--- config.mk ---
export PLATFORM = sky130hd
export DESIGN_NAME = alu_seq_ctrl
export DESIGN_NICKNAME = d
export VERILOG_FILES = /design/src/rtl/alu_seq_ctrl.sv
export SDC_FILE = /design/constraint.sdc
export NUM_CORES = 1
export LEC_CHECK = 0
export ABC_AREA = 1
export BUFFER_PORTS_ARGS = -buffer_cell sky130_fd_sc_hd__buf_2
export CAP_MARGIN = 25
export CORE_MARGIN = 2
export CORE_UTILIZATION = 45
export DETAILED_ROUTE_END_ITERATION = 6
export GPL_TIMING_DRIVEN = 1
export MAX_ROUTING_LAYER = met4
export PLACE_DENSITY = 0.68
export SLEW_MARGIN = 40
export SYNTH_ARGS = -nofsm -noshare
export SYNTH_HDL_FRONTEND = slang
export SYNTH_SLANG_ARGS = --single-unit
--- constraint.sdc ---
create_clock -name clk -period 7.5 [get_ports clk]
set_input_delay 1.125 -clock clk [delete_from_list [all_inputs] [get_ports clk]]
set_output_delay 1.125 -clock clk [all_outputs]
set_load 0.02 [all_outputs]
--- src/rtl/alu_seq_ctrl.sv ---
// alu_seq_ctrl: issue controller sequencing a 20-bit combinational ALU.
// Accepts one instruction at a time, reads both operands from the register
// file, executes (ALU ops externally, carry arithmetic and compares
// internally), writes back and owns the C/Z/T flags.
// Optional build macro: ALU_SEQ_ILLEGAL_TRAP_EN -- an illegal opcode latches
// err_illegal and parks the FSM in TRAP until reset. Without it an illegal
// opcode is a NOP that pulses err_illegal for its EXEC cycle.
// Handshake: an instruction is taken on a rising edge where issue_valid and
// issue_ready are both high; issue_ready is high only in IDLE and issue_*
// are ignored at every other time.
module alu_seq_ctrl #(
    parameter int DATA_W = 20,
    parameter int RF_AW  = 4
) (
    input  logic              clk,
    input  logic              rst,
    input  logic              issue_valid,
    output logic              issue_ready,
    input  logic [DATA_W-1:0] issue_op,
    input  logic [RF_AW-1:0]  issue_rd,
    input  logic [RF_AW-1:0]  issue_rs,
    output logic [RF_AW-1:0]  rf_raddr_a,
    output logic [RF_AW-1:0]  rf_raddr_b,
    input  logic [DATA_W-1:0] rf_rdata_a,
    input  logic [DATA_W-1:0] rf_rdata_b,
    output logic              rf_we,
    output logic [RF_AW-1:0]  rf_waddr,
    output logic [DATA_W-1:0] rf_wdata,
    output logic [DATA_W-1:0] alu_op,
    output logic [DATA_W-1:0] alu_a,
    output logic [DATA_W-1:0] alu_b,
    input  logic [DATA_W-1:0] alu_result,
    output logic              flag_c,
    output logic              flag_z,
    output logic              flag_t,
    output logic              busy,
    output logic              err_illegal,
    output logic [2:0]        dbg_state
);

    localparam logic [DATA_W-1:0] OP_NOT   = 20'h000A1;
    localparam logic [DATA_W-1:0] OP_OR    = 20'h000C9;
    localparam logic [DATA_W-1:0] OP_AND   = 20'h000B5;
    localparam logic [DATA_W-1:0] OP_XOR   = 20'h000DD;
    localparam logic [DATA_W-1:0] OP_SHFTR = 20'h000F1;
    localparam logic [DATA_W-1:0] OP_SHFTL = 20'h00105;
    localparam logic [DATA_W-1:0] OP_ROTR  = 20'h00119;
    localparam logic [DATA_W-1:0] OP_ROTL  = 20'h0012D;
    localparam logic [DATA_W-1:0] OP_SWAP  = 20'h00011;
    localparam logic [DATA_W-1:0] OP_INC   = 20'h00141;
    localparam logic [DATA_W-1:0] OP_DEC   = 20'h00155;
    localparam logic [DATA_W-1:0] OP_ADD   = 20'h00169;
    localparam logic [DATA_W-1:0] OP_ADDC  = 20'h0017D;
    localparam logic [DATA_W-1:0] OP_SUB   = 20'h00191;
    localparam logic [DATA_W-1:0] OP_SUBC  = 20'h001A5;
    localparam logic [DATA_W-1:0] OP_EQ    = 20'h001B9;
    localparam logic [DATA_W-1:0] OP_GT    = 20'h001CD;
    localparam logic [DATA_W-1:0] OP_LT    = 20'h001E1;
    localparam logic [DATA_W-1:0] OP_GET   = 20'h001F5;
    localparam logic [DATA_W-1:0] OP_LET   = 20'h00209;

    // Rotate amounts wrap at the datapath width; shifts at or past it clear.
    localparam logic [DATA_W-1:0] ROT_MOD  = 20'd20;

    typedef enum logic [2:0] {
        S_IDLE = 3'd0,
        S_READ = 3'd1,
        S_EXEC = 3'd2,
        S_WB   = 3'd3,
        S_WB2  = 3'd4,
        S_TRAP = 3'd5
    } state_t;

    state_t              state_q, state_d;
    logic [DATA_W-1:0]   op_q;
    logic [RF_AW-1:0]    rd_q, rs_q;
    logic [DATA_W-1:0]   a_q;
    logic [DATA_W-1:0]   res_q, res_d;
    logic                c_q, c_d, z_q, z_d, t_q, t_d;
    logic [DATA_W:0]     sum;
    logic                is_alu, is_shift, is_rot, is_arith, is_cmp, is_swap, is_ill;
`ifdef ALU_SEQ_ILLEGAL_TRAP_EN
    logic                err_q;
`endif

    // Classify the latched opcode.
    always_comb begin
        is_alu   = 1'b0;
        is_shift = 1'b0;
        is_rot   = 1'b0;
        is_arith = 1'b0;
        is_cmp   = 1'b0;
        is_swap  = 1'b0;
        is_ill   = 1'b0;
        case (op_q)
            OP_NOT, OP_OR, OP_AND, OP_XOR, OP_INC, OP_DEC: is_alu = 1'b1;
            OP_SHFTR, OP_SHFTL: begin
                is_alu   = 1'b1;
                is_shift = 1'b1;
            end
            OP_ROTR, OP_ROTL: begin
                is_alu = 1'b1;
                is_rot = 1'b1;
            end
            OP_ADD, OP_ADDC, OP_SUB, OP_SUBC: is_arith = 1'b1;
            OP_EQ, OP_GT, OP_LT, OP_GET, OP_LET: is_cmp = 1'b1;
            OP_SWAP: is_swap = 1'b1;
            default: is_ill = 1'b1;
        endcase
    end

    // EXEC-cycle datapath: operands come straight from the RF read port.
    always_comb begin
        res_d = '0;
        c_d   = c_q;
        t_d   = t_q;
        sum   = '0;
        case (op_q)
            OP_ADD:  sum = {1'b0, rf_rdata_a} + {1'b0, rf_rdata_b};
            OP_ADDC: sum = {1'b0, rf_rdata_a} + {1'b0, rf_rdata_b} + {{DATA_W{1'b0}}, c_q};
            OP_SUB:  sum = {1'b0, rf_rdata_a} - {1'b0, rf_rdata_b};
            OP_SUBC: sum = {1'b0, rf_rdata_a} - {1'b0, rf_rdata_b} - {{DATA_W{1'b0}}, c_q};
            default: sum = '0;
        endcase
        if (is_alu) begin
            res_d = (is_shift && (rf_rdata_b >= ROT_MOD)) ? '0 : alu_result;
        end
        if (is_arith) begin
            res_d = sum[DATA_W-1:0];
            c_d   = sum[DATA_W];
        end
        if (is_swap) begin
            res_d = rf_rdata_b;
        end
        case (op_q)
            OP_EQ:   t_d = (rf_rdata_a == rf_rdata_b);
            OP_GT:   t_d = (rf_rdata_a >  rf_rdata_b);
            OP_LT:   t_d = (rf_rdata_a <  rf_rdata_b);
            OP_GET:  t_d = (rf_rdata_a >= rf_rdata_b);
            OP_LET:  t_d = (rf_rdata_a <= rf_rdata_b);
            default: t_d = t_q;
        endcase
        z_d = (res_d == '0);
    end

    // Next-state and per-state output decode.
    always_comb begin
        state_d     = state_q;
        issue_ready = (state_q == S_IDLE);
        busy        = (state_q != S_IDLE);
        rf_raddr_a  = '0;
        rf_raddr_b  = '0;
        rf_we       = 1'b0;
        rf_waddr    = '0;
        rf_wdata    = '0;
        alu_op      = '0;
        alu_a       = '0;
        alu_b       = '0;
        err_illegal = 1'b0;
        case (state_q)
            S_IDLE: begin
                if (issue_valid) state_d = S_READ;
            end
            S_READ: begin
                rf_raddr_a = rd_q;
                rf_raddr_b = rs_q;
                state_d    = S_EXEC;
            end
            S_EXEC: begin
                if (is_alu) begin
                    alu_op = op_q;
                    alu_a  = rf_rdata_a;
                    alu_b  = is_rot ? (rf_rdata_b % ROT_MOD) : rf_rdata_b;
                end
                if (is_cmp) begin
                    state_d = S_IDLE;
                end else if (is_ill) begin
`ifdef ALU_SEQ_ILLEGAL_TRAP_EN
                    state_d = S_TRAP;
`else
                    err_illegal = 1'b1;
                    state_d     = S_IDLE;
`endif
                end else begin
                    state_d = S_WB;
                end
            end
            S_WB: begin
                rf_we    = 1'b1;
                rf_waddr = rd_q;
                rf_wdata = res_q;
                state_d  = is_swap ? S_WB2 : S_IDLE;
            end
            S_WB2: begin
                // Second SWAP write lands last, so rd == rs ends up holding A.
                rf_we    = 1'b1;
                rf_waddr = rs_q;
                rf_wdata = a_q;
                state_d  = S_IDLE;
            end
            S_TRAP: state_d = S_TRAP;
            default: state_d = S_IDLE;
        endcase
`ifdef ALU_SEQ_ILLEGAL_TRAP_EN
        err_illegal = err_q;
`endif
    end

    // State, instruction latch, operand/result and flag registers.
    always_ff @(posedge clk) begin
        if (rst) begin
            state_q <= S_IDLE;
            op_q    <= '0;
            rd_q    <= '0;
            rs_q    <= '0;
            a_q     <= '0;
            res_q   <= '0;
            c_q     <= 1'b0;
            z_q     <= 1'b0;
            t_q     <= 1'b0;
        end else begin
            state_q <= state_d;
            if (state_q == S_IDLE && issue_valid) begin
                op_q <= issue_op;
                rd_q <= issue_rd;
                rs_q <= issue_rs;
            end
            if (state_q == S_EXEC) begin
                a_q <= rf_rdata_a;
                c_q <= c_d;
                t_q <= t_d;
                if (!is_cmp && !is_ill) begin
                    res_q <= res_d;
                    z_q   <= z_d;
                end
            end
        end
    end

`ifdef ALU_SEQ_ILLEGAL_TRAP_EN
    // Sticky illegal-opcode indication, cleared only by reset.
    always_ff @(posedge clk) begin
        if (rst) begin
            err_q <= 1'b0;
        end else if (state_q == S_EXEC && is_ill) begin
            err_q <= 1'b1;
        end
    end
`endif

    assign flag_c    = c_q;
    assign flag_z    = z_q;
    assign flag_t    = t_q;
    assign dbg_state = state_q;

endmodule
# Yosys cells after proc, flatten, opt, wreduce, memory -nomap -nowiden

Index checks and enable logic that the tools add are counted.

Add/subtract/negate cells: 4
Multiply operators: 0
Divide/modulo/power cells: 1
Magnitude comparators: 5
Eq/ne operators: 27
Shift-type cells: 0
Mux-type cells: 32
Bitwise operators: 0
Reduce and logical (&&, ||, !) cells: 18

Operators by type and width:

| kind                                                                                  | number |
|---|---|
| 20-bit by 9-bit equality test with 1-bit output (second input constant)               | 13 |
| 20-bit 2-to-1 mux                                                                     | 11 |
| 20-bit by 8-bit equality test with 1-bit output (second input constant)               | 5 |
| 21-bit one-hot mux with 4 select lines                                                | 1 |
| 20-bit one-hot mux with 2 select lines                                                | 1 |
| 20-bit by 20-bit adder with 21-bit output                                             | 1 |
| 21-bit by 1-bit adder with 21-bit output                                              | 1 |
| 20-bit by 20-bit subtractor with 21-bit output                                        | 1 |
| 21-bit by 1-bit subtractor with 21-bit output                                         | 1 |
| 20-bit by 10-bit equality test with 1-bit output (second input constant)              | 1 |
| 20-bit equality test                                                                  | 1 |
| 20-bit by 5-bit equality test with 1-bit output (second input constant)               | 1 |
| 20-bit greater-or-equal comparator                                                    | 1 |
| 20-bit by 5-bit greater-or-equal comparator with 1-bit output (second input constant) | 1 |
| 20-bit > comparator                                                                   | 1 |
| 20-bit <= comparator                                                                  | 1 |
| 20-bit zero test                                                                      | 1 |
| 20-bit less-than comparator                                                           | 1 |
| 20-bit by 5-bit remainder unit with 20-bit output (second input constant)             | 1 |
| 20-bit OR reduction                                                                   | 1 |
| 3-bit one-hot mux with 5 select lines                                                 | 1 |
| 1-bit 2-to-1 mux                                                                      | 10 |
| 10-bit OR reduction                                                                   | 1 |
| 4-bit 2-to-1 mux                                                                      | 2 |
| other kinds (17)                                                                      | 27 |

Register bits after elaboration: 74
Latch bits: 0
Memory bits (writable): 0
ROM bits: 0
Logic and storage cells: 96
Memories: 0

# Logic depth before layout (Yosys ltp)

Depth in word-level cells: 9
Gate-level depth with buffers: 76

# Worst setup path before layout

OpenSTA, ideal clock, no wires.

Path kind: input-to-output
From: in rf_rdata_b[17]
To: out alu_b[2]
Arrival time: 5.952 ns
Required time: 6.375 ns
Path slack: 0.423 ns
Cell stages on the path: 65
Cells stage by stage: inv_2 > nand3_1 > nand2_1 > clkinv_1 > nand2_2 > nand2_2 > a21oi_2 > nand2_2 > nand3_1 > nand2_2 > nand2_2 > nand2_4 > nand2_4 > nand2_2 > nand2_2 > inv_2 > nand2_4 > nand2_2 > [29 not listed] > nand3_2 > nand2_1 > nand2_1 > inv_2 > nand2_4 > nand2_2 > nand2_1 > nand2_2 > inv_2 > o21ai_1 > nand2_2 > nor2_1 > o21bai_4 > nand3_2 > nand2_2 > nand2_2 > nand3_1 > a21oi_2

Cells in the longest elaborated chain, start to end: 4

RTL lines:

| element                                           | line | source |
|---|---|---|
| start, declared                                   | 25   | `input logic [DATA_W-1:0] rf_rdata_b,` |
| 20-bit by 5-bit remainder unit with 20-bit output | 173  | `alu_b = is_rot ? (rf_rdata_b % ROT_MOD) : rf_rdata_b;` |
| 20-bit 2-to-1 mux                                 | 173  |  |
| 20-bit 2-to-1 mux                                 | 170  | `if (is_alu) begin` |
| 20-bit 2-to-1 mux                                 | 160  | `case (state_q)` |
| end, declared                                     | 31   | `output logic [DATA_W-1:0] alu_b,` |

No other way between the ends.

# Worst setup path after layout

From: in rf_rdata_b[19]
To: out alu_b[2]

Same word-level chain as after synthesis.

==> out/metrics.cfg <==
[critical_path]
cp.arrival_ns=6.94
path_common_cell=nand2_4
cp-start-kind=input port
worst-path-max-fanout=6
worstReg2RegEnd=flag_z$_SDFFE_PP0P_
critical_path.max_stage_delay_ns=0.31
r2r-start=op_q[19]$_SDFFE_PP0P_
r2r_cells=21
worstSetupEndpointType=output port
crit_required_ns=6.38
crit_type=input port to output port
cp_slowest_cell=xor2_1
reg2reg_slack_ns=2.35

[clock_network]
clock-sinks=74
clk_path_buf_depth=2
path_clk_slew_ns=0.06
clockRootBuffer=clkbuf_16
numCtsBuffers=9
clkLatencyLatePin_ns=0.34
cts_tree=built
h-tree-depth=3

[drt]
drc=0
drt-total-wl_um=32500
vias=11016
firstDrtPassIters=7
wl_per_cell_um=16.3
ant_nets=0
vias_per_cell=5.52
first_iter_violations=711

[layout]
fin_cells=1997
fin_util=0.573
post_route_cells_drive_above_1_share=0.236
antenna_cells=0
nNetsFinal=1864
area_growth_pct=24.3

[floorplanning]
core_sq_um=19500
io_pins=193
dieArea_sq_um=21200
die_y_um=145
start_util=0.461
fp.dieW_um=145
rows=51

[timing]
fin_skew_ns=0.0105
worst_pin_slew_ns=0.783
fin_tns_setup_ns=-1.56
rsz0062_at_grt=yes
finalSetupViolCount=3
period_needed_ns=8.06
relSlewSlack=0.478
final-hold-violation-count=0
fin_crit_sh=1.08
setup_ws_ns=-0.564
fmax_mhz=124
slew_viol_final=0

[hold_path]
hold_start=a_q[9]$_SDFFE_PP0P_
hold_depth=2
worstHoldEndpoint=a_q[9]$_SDFFE_PP0P_
hold_path.class=register to register

[power]
p_total_mw=3.52
p_leak_nw=5.54
p_per_area_nw_per_um2=314
vdd_ir_drop_max_v=0.000529

[grt]
grt_max_degree=62
overflow=0
grtUsageTotal=0.293
grt_pass1_vias=9843
grt_pass1_wl_um=49700
antenna_found_initial=0

[logic_synthesis]
ys_seq_area_frac=0.164
synthTopCellsByCount=inv_1 (262), nand2_1 (180), nand3_1 (168), nor2_1 (157), a21oi_1 (133)
ys_ff_latch=74
synth_area_leaders=dfxtp_1 (16%), inv_1 (11%), nand3_1 (9.3%)
synth.most_common_cell=inv_1
synth-main-ff-cell=dfxtp_1
synth.distinct_cells=52
async_flop_share=0
synthCells=1540
syn_area_sq_um=9010
synth-edff-count=0
yosys.area.top_type=dfxtp_1
synth_top_cell_area_share=0.164
syn_area_per_cell_sq_um=5.85
synth_warnings=0

[placed_design]
place_inst=1958
dp_hpwl_um=24600
globalplace.congestion=0.963
io_buffer_count=180

[job]
cap_violations=0

[status]
violations=setup timing
outcome=finished with violations

-- sequential cells by signal, indices dropped and copies added (netlist names) --
signal,cells
op_q,20
flag_t,1
flag_z,1
res_q,20
rd_q,4
dbg_state,3
a_q,20
rs_q,4
flag_c,1
-- report_power, final --
group / switching [mW] / total [mW] / leakage (nW) / internal, mW
clock network: 0.174 / 0.432 / 0.143 / 0.258
logic: 1.69 / 2.66 / 4.80 / 0.973
registers: 0.0142 / 0.428 / 0.604 / 0.414
-- through the flow --
| stage | area [sq um] | hold WS [ns] | setup slack (ns) |
|---|---|---|---|
| global route | 11200 | 0.465 | -0.979 |
| floorplan | 9050 | 0.425 | 0.423 |
| detailed placement | 10200 | 0.440 | -0.337 |
| CTS | 10900 | 0.450 | -0.252 |
| global placement | 10200 | 0.434 | -0.0669 |
| finish | 11200 | 0.446 | -0.564 |
-- cells by family (layout without fill, tap and decap cells) --
family | count (synthesis) | after routing | share of synthesized area
AND/OR/NAND/NOR | 680 | 680 | 0.358
buffers and inverters | 351 | 532 | 0.153
AO/OA/AOI/OAI | 347 | 347 | 0.219
flip-flops | 74 | 74 | 0.164
adder cells (fa/ha/maj) | 46 | 46 | 0.0656
XOR/XNOR | 41 | 41 | 0.0399
other | 1 | 12 | 0.000416
-- area by class of cell --
| type | count | area [sq um] |
|---|---|---|
| Sequential cell | 74 | 1480 |
| Clock inverter | 6 | 65.1 |
| Fill cell | 2010 | 8330 |
| Tap cell | 265 | 332 |
| Inverter | 283 | 1070 |
| Clock buffer | 10 | 229 |
| Multi-Input combinational cell | 1126 | 6670 |
| Timing Repair Buffer | 233 | 1340 |
-- per-layer routing --
metal / routed length (um) / global-route usage / share of wire / vias to the layer above
met2: 15600 / 0.497 / 0.48 / 393
li1: - / - / - / 5497
met1: 14200 / 0.371 / 0.44 / 5066
met4: 856 / 0.0966 / 0.026 / 0
met5: 0 / - / 0 / -
met3: 1810 / 0.0232 / 0.056 / 60
-- worst max-delay path: cells and delay by family --
family / cells / cell delay, ns
xor gates and xnor gates: 1 / 0.31
and+or+nand+nor: 44 / 3.36
buffers and inverters: 15 / 1.46
AOI/OAI and AO/OA: 5 / 0.68
-- placed cells by master (no fill, tap or decap), drive strengths merged, types with 10 or more instances in the layout --
| master | count |
|---|---|
| o21ai | 133 |
| clkbuf | 10 |
| nor2 | 158 |
| nor3 | 48 |
| nand2 | 226 |
| ha | 44 |
| nand3 | 180 |
| o22ai | 17 |
| a21oi | 136 |
| conb | 12 |
| inv | 279 |
| dfxtp | 74 |
| o21bai | 10 |
| nor4 | 16 |
| nand4 | 43 |
| xor2 | 36 |
| buf | 233 |
-- worst max path at each step --
stage / startpoint / endpoint / slack [ns] / cells past startpoint
after floorplan: rf_rdata_b[17] / alu_b[2] / 0.42 / 65
after global placement: rf_rdata_b[19] / alu_b[2] / -0.07 / 62
after detailed placement: rf_rdata_b[17] / alu_b[2] / -0.34 / 69
after CTS: rf_rdata_b[17] / alu_b[2] / -0.25 / 67
after global routing: rf_rdata_b[17] / alu_b[3] / -0.98 / 71
final: rf_rdata_b[19] / alu_b[2] / -0.56 / 65
-- timing repair --
item                                    4_1_cts  5_1_grt
buffers inserted                             16        7
endpoints found under the setup margin        3        3
gates resized for setup                      68       61
pin swaps                                    38       50
hold buffers                                  0        0
(Power assumes the default switching activity.)
